File: config.mk
export PLATFORM = sky130hd
export DESIGN_NAME = cc_line_serializer
export DESIGN_NICKNAME = d
export VERILOG_FILES = /design/src/rtl/cc_serializer_pkg.sv /design/src/rtl/cc_beat_idx_gen.sv /design/src/rtl/cc_line_serializer.sv
export SDC_FILE = /design/constraint.sdc
export NUM_CORES = 1
export LEC_CHECK = 0
export ABC_CLOCK_PERIOD_IN_PS = 4000
export CAP_MARGIN = 20
export CORE_ASPECT_RATIO = 1.2
export CORE_UTILIZATION = 25
export CTS_BUF_LIST = sky130_fd_sc_hd__clkbuf_8
export CTS_CLUSTER_SIZE = 25
export DETAILED_ROUTE_END_ITERATION = 7
export HOLD_SLACK_MARGIN = 0.06
export SYNTH_ARGS = -nofsm -noshare
export SYNTH_HDL_FRONTEND = slang
export SYNTH_SLANG_ARGS = --single-unit
File: constraint.sdc
create_clock -name clk -period 4 [get_ports clk]
set_input_delay 1.2 -clock clk [delete_from_list [all_inputs] [get_ports clk]]
set_output_delay 1.2 -clock clk [all_outputs]
set_load 0.02 [all_outputs]
File: src/rtl/cc_serializer_pkg.sv
// Shared types and entry-layout helpers for the cache-line R-channel serializer.
// Entry layout, LSB first: line, byte offset, mode bit, id.
package cc_serializer_pkg;

    typedef enum logic {
        MODE_INCR = 1'b0,
        MODE_WRAP = 1'b1
    } burst_mode_e;

    localparam int DEF_DATA_W = 64;
    localparam int DEF_LINE_W = 512;
    localparam int DEF_ID_W   = 4;

    function automatic int off_w(int line_w);
        return $clog2(line_w / 8);
    endfunction

    function automatic int offset_lsb(int line_w);
        return line_w;
    endfunction

    function automatic int mode_pos(int line_w);
        return line_w + off_w(line_w);
    endfunction

    function automatic int id_lsb(int line_w);
        return line_w + off_w(line_w) + 1;
    endfunction

    function automatic int entry_w(int line_w, int id_w);
        return id_w + 1 + off_w(line_w) + line_w;
    endfunction

endpackage

File: src/rtl/cc_beat_idx_gen.sv
// Next word index / beat count and last-beat flag for the serializer.
// WRAP ends on the beat count, INCR ends on the top word of the line.
module cc_beat_idx_gen
    import cc_serializer_pkg::*;
#(
    parameter int BEATS = 8,
    parameter int IDX_W = 3
) (
    input  logic             load,
    input  burst_mode_e      mode,
    input  logic [IDX_W-1:0] start,
    input  logic [IDX_W-1:0] idx,
    input  logic [IDX_W-1:0] cnt,
    output logic [IDX_W-1:0] nxt_idx,
    output logic [IDX_W-1:0] nxt_cnt,
    output logic             nxt_last
);

    localparam logic [IDX_W-1:0] TOP = IDX_W'(BEATS - 1);

    always_comb begin
        nxt_idx  = idx + 1'b1;
        nxt_cnt  = cnt + 1'b1;
        nxt_last = 1'b0;
        if (load) begin
            nxt_idx = start;
            nxt_cnt = '0;
        end
        unique case (mode)
            MODE_WRAP: nxt_last = (nxt_cnt == TOP);
            MODE_INCR: nxt_last = (nxt_idx == TOP);
            default:   nxt_last = 1'b0;
        endcase
    end

endmodule

File: src/rtl/cc_line_serializer.sv
// Streams cache lines popped from a FWFT FIFO as AXI R-channel beats.
// Supports WRAP / INCR ordering and back-to-back lines without bubbles.
module cc_line_serializer
    import cc_serializer_pkg::*;
#(
    parameter int DATA_W = DEF_DATA_W,
    parameter int LINE_W = DEF_LINE_W,
    parameter int ID_W   = DEF_ID_W,
    localparam int BEATS    = LINE_W / DATA_W,
    localparam int OFFSET_W = off_w(LINE_W),
    localparam int ENTRY_W  = entry_w(LINE_W, ID_W)
) (
    input  logic               clk,
    input  logic               rst_n,
    input  logic               fifo_empty_i,
    input  logic               fifo_aempty_i,
    input  logic [ENTRY_W-1:0] fifo_rdata_i,
    output logic               fifo_rden_o,
    output logic [DATA_W-1:0]  rdata_o,
    output logic [ID_W-1:0]    rid_o,
    output logic               rlast_o,
    output logic               rvalid_o,
    input  logic               rready_i
);

    localparam int IDX_W    = (BEATS > 1) ? $clog2(BEATS) : 1;
    localparam int WORD_LSB = $clog2(DATA_W / 8);
    localparam int OFF_LSB  = offset_lsb(LINE_W);
    localparam int MODE_POS = mode_pos(LINE_W);
    localparam int ID_LSB   = id_lsb(LINE_W);

    localparam logic [0:0] ST_IDLE = 1'b0;
    localparam logic [0:0] ST_SEND = 1'b1;

    logic [0:0]        state_q;
    logic [LINE_W-1:0] line_q;
    logic [ID_W-1:0]   id_q;
    burst_mode_e       mode_q;
    logic [IDX_W-1:0]  idx_q;
    logic [IDX_W-1:0]  cnt_q;
    logic              last_q;

    logic [LINE_W-1:0]   f_line;
    logic [OFFSET_W-1:0] f_off;
    burst_mode_e         f_mode;
    logic [ID_W-1:0]     f_id;
    logic [IDX_W-1:0]    f_start;

    logic             beat_ok;
    logic             load;
    burst_mode_e      gen_mode;
    logic [IDX_W-1:0] nxt_idx;
    logic [IDX_W-1:0] nxt_cnt;
    logic             nxt_last;
    logic             unused_ok;

    assign f_line  = fifo_rdata_i[LINE_W-1:0];
    assign f_off   = fifo_rdata_i[OFF_LSB +: OFFSET_W];
    assign f_mode  = burst_mode_e'(fifo_rdata_i[MODE_POS]);
    assign f_id    = fifo_rdata_i[ID_LSB +: ID_W];
    // Byte bits below the beat boundary do not select a word.
    assign f_start = f_off[WORD_LSB +: IDX_W];

    assign unused_ok = ^{fifo_aempty_i, f_off};

    assign rvalid_o = (state_q == ST_SEND);
    assign rlast_o  = last_q;
    assign rid_o    = id_q;
    assign rdata_o  = line_q[idx_q * DATA_W +: DATA_W];

    assign beat_ok = rvalid_o & rready_i;

    always_comb begin
        load = 1'b0;
        unique case (1'b1)
            (state_q == ST_IDLE): load = 1'b1;
            (state_q == ST_SEND): load = beat_ok & last_q;
            default:              load = 1'b0;
        endcase
        load = load & ~fifo_empty_i & rst_n;
    end

    assign fifo_rden_o = load;
    assign gen_mode    = load ? f_mode : mode_q;

    cc_beat_idx_gen #(
        .BEATS (BEATS),
        .IDX_W (IDX_W)
    ) u_idx (
        .load     (load),
        .mode     (gen_mode),
        .start    (f_start),
        .idx      (idx_q),
        .cnt      (cnt_q),
        .nxt_idx  (nxt_idx),
        .nxt_cnt  (nxt_cnt),
        .nxt_last (nxt_last)
    );

    always_ff @(posedge clk or negedge rst_n) begin
        if (!rst_n) begin
            state_q <= ST_IDLE;
            line_q  <= '0;
            id_q    <= '0;
            mode_q  <= MODE_INCR;
            idx_q   <= '0;
            cnt_q   <= '0;
            last_q  <= 1'b0;
        end else if (load) begin
            state_q <= ST_SEND;
            line_q  <= f_line;
            id_q    <= f_id;
            mode_q  <= f_mode;
            idx_q   <= nxt_idx;
            cnt_q   <= nxt_cnt;
            last_q  <= nxt_last;
        end else if (beat_ok) begin
            if (last_q) begin
                state_q <= ST_IDLE;
                last_q  <= 1'b0;
            end else begin
                idx_q  <= nxt_idx;
                cnt_q  <= nxt_cnt;
                last_q <= nxt_last;
            end
        end
    end

endmodule
# Word level (Yosys, flattened, before mapping)
# Cells that the tools add are included.
# Widths: inputs -> output; s select.
# totals
reg_bits	525
in_bits	528
output_inout_bits	71
word_cells	41
# classes
addsub	2
n_eq_ne	3
shifts	1
n_mux	17
bitwise	7
n_reduce_logical	4
# ops
op	count
$shiftx 512x10->64	1
$mux 3	8
$mux 1	7
$add 3x1->3 const B	2
$eq 3x3->1 const B	2
$and 1x1->1	4
$pmux 1 s2	2
$reduce_and 2->1	2
$reduce_bool 2->1	2
$not 1->1	3
$ne 2x2->1 const B	1

# Depth between registers and ports, before layout
# depth
word_depth	11
ltp_mapped	6
ltp_nobuf	5

# Hierarchy
# Synthesis repeated with hierarchy kept, for this count alone.
# unflattened
cells_unflattened	1360
hier_area_um2	23349.9
# by_module_without_submodules
module	n_inst	cells_each	area_each_um2	seq_area_each_um2
cc_line_serializer	1	1346	23232.3	13137.6
cc_beat_idx_gen	1	14	117.6	0.0

# Least setup slack after synthesis
# No wires, ideal clock.
# synth_path
path_kind	input port to output port
from	in fifo_empty_i
to	out fifo_rden_o
arrival_time_ns	2.180
required_ns	2.800
setup_slack_ns	0.620
path_stages	4
path_buffers	2
cell_sequence	nand2b_1 -> a21oi_2 -> buf_2 -> buf_1
# synth_via
elab_chain_cells	3
# synth_lines
item	line	source
start: declaration	cc_line_serializer.sv:15	input logic fifo_empty_i,
$not 1->1	cc_line_serializer.sv:80	load = load & ~fifo_empty_i & rst_n;
$and 1x1->1 (2 in series)	cc_line_serializer.sv:80	
end: declaration	cc_line_serializer.sv:18	output logic fifo_rden_o,
# Every way passes these cells.

# Final worst setup path
# layout_path
from	reg idx_q[0]
to	out rdata_o[33]
# layout_via
elab_chain_cells	1
# layout_lines
item	line	source
start: declaration	cc_line_serializer.sv:39	logic [IDX_W-1:0] idx_q;
start signal: assignment	cc_line_serializer.sv:114	idx_q <= nxt_idx;
start signal: assignment	cc_line_serializer.sv:122	idx_q <= nxt_idx;
$shiftx 512x10->64	cc_line_serializer.sv:69	assign rdata_o = line_q[idx_q * DATA_W +: DATA_W];
end: declaration	cc_line_serializer.sv:19	output logic [DATA_W-1:0] rdata_o,
# Every way passes these cells.

==> flow_metrics.env <==
export IMPL_status="finished clean"
export IMPL_startpoint_type="register"
export IMPL_grt_max_degree=167
export IMPL_drt_pass1_iterations=4
export IMPL_cap_violations=0
export IMPL_via_per_inst=4.37
export IMPL_synth_cell_type_count=24
export IMPL_wire_per_inst_um=21.3
export IMPL_synth_nets=1894
export IMPL_clk_path_buf_depth=3
export IMPL_ys_seq_elements=525
export IMPL_ant_nets=0
export IMPL_drive_gt1_frac=0.230
export IMPL_port_buffers=594
export IMPL_numCtsBuffers=95
export IMPL_grt_pass1_wl_um=107000
export IMPL_wl_um=71700
export IMPL_synth_top_area_frac=0.564
export IMPL_crit_type="reg -> out"
export IMPL_start_util=0.252
export IMPL_grt_usage=0.151
export IMPL_h_tree_depth=3
export IMPL_ys_warn_count=0
export IMPL_finalMaxSlewViolations=0
export IMPL_die_y_um=336
export IMPL_postCtsHoldBufs=0
export IMPL_drtIter0Drc=441
export IMPL_hold_viol=0
export IMPL_cts_root_buf="clkbuf_8"
export IMPL_worstMarginPinSlew_ns=1.02
export IMPL_finalCritPeriodShare=0.976
export IMPL_grt_pass1_vias=17009
export IMPL_worst_skew_pair_late_latency_ns=0.69
export IMPL_synth_edf_count=0
export IMPL_crit_family="buffers and inverters"
export IMPL_worst_path_max_fanout=7
export IMPL_rsz0062_at_grt="yes"
export IMPL_fp_dieArea_sq_mm=0.0944
export IMPL_clk_pin_slew_ns=0.06
export IMPL_core_area_sq_mm=0.0924
export IMPL_cp_end_kind="output port"
export IMPL_p_per_area_mw_per_mm2=780
export IMPL_ir_drop_mv=0.396
export IMPL_cpMaxStageDelayCell="dfrtp_4"
export IMPL_min_period_ns=3.90
export IMPL_utilization=0.360
export IMPL_nNetsFinal=2561
export IMPL_crit_buf_inv=5
export IMPL_finalPower_mw=25.9
export IMPL_rows=122
export IMPL_synthFlopType="dfrtp_1"
export IMPL_antenna_found_initial=22
export IMPL_area_growth_pct=42.6
export IMPL_place_gp_congestion=0.805
export IMPL_drc=0
export IMPL_async_reset_ff_frac=1.00
export IMPL_leakagePower_nw=13.7
export IMPL_skew_ns=0.0407
export IMPL_syn_area_sq_mm=0.0233
export IMPL_maxSlewHeadroom=0.320
export IMPL_ios=599
export IMPL_fmaxAchievable_mhz=256
export IMPL_syn_inst=1364
export IMPL_die_w_um=281
export IMPL_setup_viol=0
export IMPL_rrSetupSlack_ns=1.91
export IMPL_synth_top_cells_by_area="dfrtp_1, mux2_1, mux4_2"
export IMPL_min_path_type="reg -> reg"
export IMPL_clkSinkCount=525
export IMPL_cts_tree="yes"
export IMPL_synth_top_area_cell="dfrtp_1"
export IMPL_path_cells="buf_12 > buf_16 > buf_12 > buf_16 > mux4_2 > mux2_2 > clkdlybuf4s15_2"
export IMPL_cp_required_ns=2.80
export IMPL_grt_overflow=0
export IMPL_syn_area_per_cell_sq_um=17.1
export IMPL_dpl_hpwl_um=51300
export IMPL_via_count=14687
export IMPL_max_stage_delay_ns=0.49
export IMPL_ys_seq_area_frac=0.564
export IMPL_whs_ns=0.479
export IMPL_critical_path_arrival_ns=2.70
-- placed cells by master (no fill, tap or decap), types with 4 or more instances in the layout --
master / synthesis / routed
buf_16: 0 / 10
clkinv_2: 0 / 12
mux2_2: 83 / 79
xnor2_1: 4 / 4
mux2_4: 0 / 4
buf_4: 0 / 35
buf_12: 0 / 22
dlygate4sd2_1: 0 / 8
buf_6: 11 / 4
buf_2: 60 / 43
mux2_1: 498 / 498
mux4_2: 128 / 128
clkbuf_8: 0 / 119
dfrtp_1: 525 / 522
clkdlybuf4s50_1: 0 / 528
nand2_1: 10 / 10
bufinv_16: 0 / 4
diode_2: 0 / 15
clkdlybuf4s15_2: 0 / 5
inv_1: 0 / 30
-- where the power goes --
| group | switching, mW | internal (mW) | total [mW] |
|---|---|---|---|
| combinational | 4.87 | 6.33 | 11.2 |
| clock | 2.34 | 2.95 | 5.29 |
| sequential | 1.42 | 8.03 | 9.44 |
-- flip-flops by register name, summed over array words and instances (netlist names) --
register / flops
cnt_q: 3
idx_q: 3
line_q: 512
mode_q: 1
rid_o: 4
rlast_o: 1
rvalid_o: 1
-- area by class of cell --
| class | count | area (sq um) |
|---|---|---|
| fill | 8831 | 59100 |
| sequential | 525 | 13100 |
| multi-input combinational | 744 | 9670 |
| timing repair buffer | 665 | 6810 |
| clock buffer | 119 | 1640 |
| tap | 1240 | 1550 |
| clock inverter | 53 | 369 |
| antenna | 15 | 37.5 |
-- logic make-up after synthesis --
family / after synthesis / share of synthesized area
mux: 711 / 0.405
flops: 525 / 0.564
buf+inv: 95 / 0.0221
simple gates: 18 / 0.00371
compound gates: 7 / 0.00177
xor+xnor: 6 / 0.00226
fa+ha+maj: 2 / 0.00107
-- through the flow --
step,setup WS (ns),std cells,cell area (sq um),TNS [ns]
floorplan,0.620,1364,23300,0
detailed placement,0.251,3139,30900,0
finish,0.0974,3361,33200,0
global route,-0.0495,3360,33200,-0.227
global placement,0.242,3139,30900,0
CTS,-0.111,3335,33100,-0.442
-- Yosys cell counts, types with 2 or more instances --
cell type	count
dfrtp_1	525
mux2_1	498
mux4_2	128
mux2_2	83
buf_2	60
clkbuf_1	17
buf_6	11
nand2_1	10
buf_1	7
xnor2_1	4
nor2_1	3
o21ai_1	3
ha_1	2
mux2i_1	2
xor2_1	2
-- worst paths after layout --
kind / cells past startpoint / startpoint / to
min in group asynchronous: 2 / rst_n / line_q[379]
setup / recovery: 7 / idx_q[0] / rdata_o[33]
setup reg to reg: 5 / rlast_o / line_q[481]
hold / removal: 1 / line_q[161] / line_q[161]
max in group asynchronous: 3 / rst_n / line_q[239]
hold reg to reg: 1 / line_q[161] / line_q[161]
-- layer usage --
layer / part of all wire / global-route usage
met4: 0.027 / 0.0609
met2: 0.52 / 0.264
met1: 0.39 / 0.173
met3: 0.066 / 0.0427
met5: 0.00064 / 0
-- repair_timing --
| action | CTS | global route |
|---|---|---|
| cloned | 5 | 1 |
| pin swaps | 0 | 0 |
| endpoints found under the setup margin | 64 | 22 |
| gates resized for setup | 229 | 29 |
| setup buffers | 19 | 10 |
No activity file was read; power rests on OpenSTA's default activity.
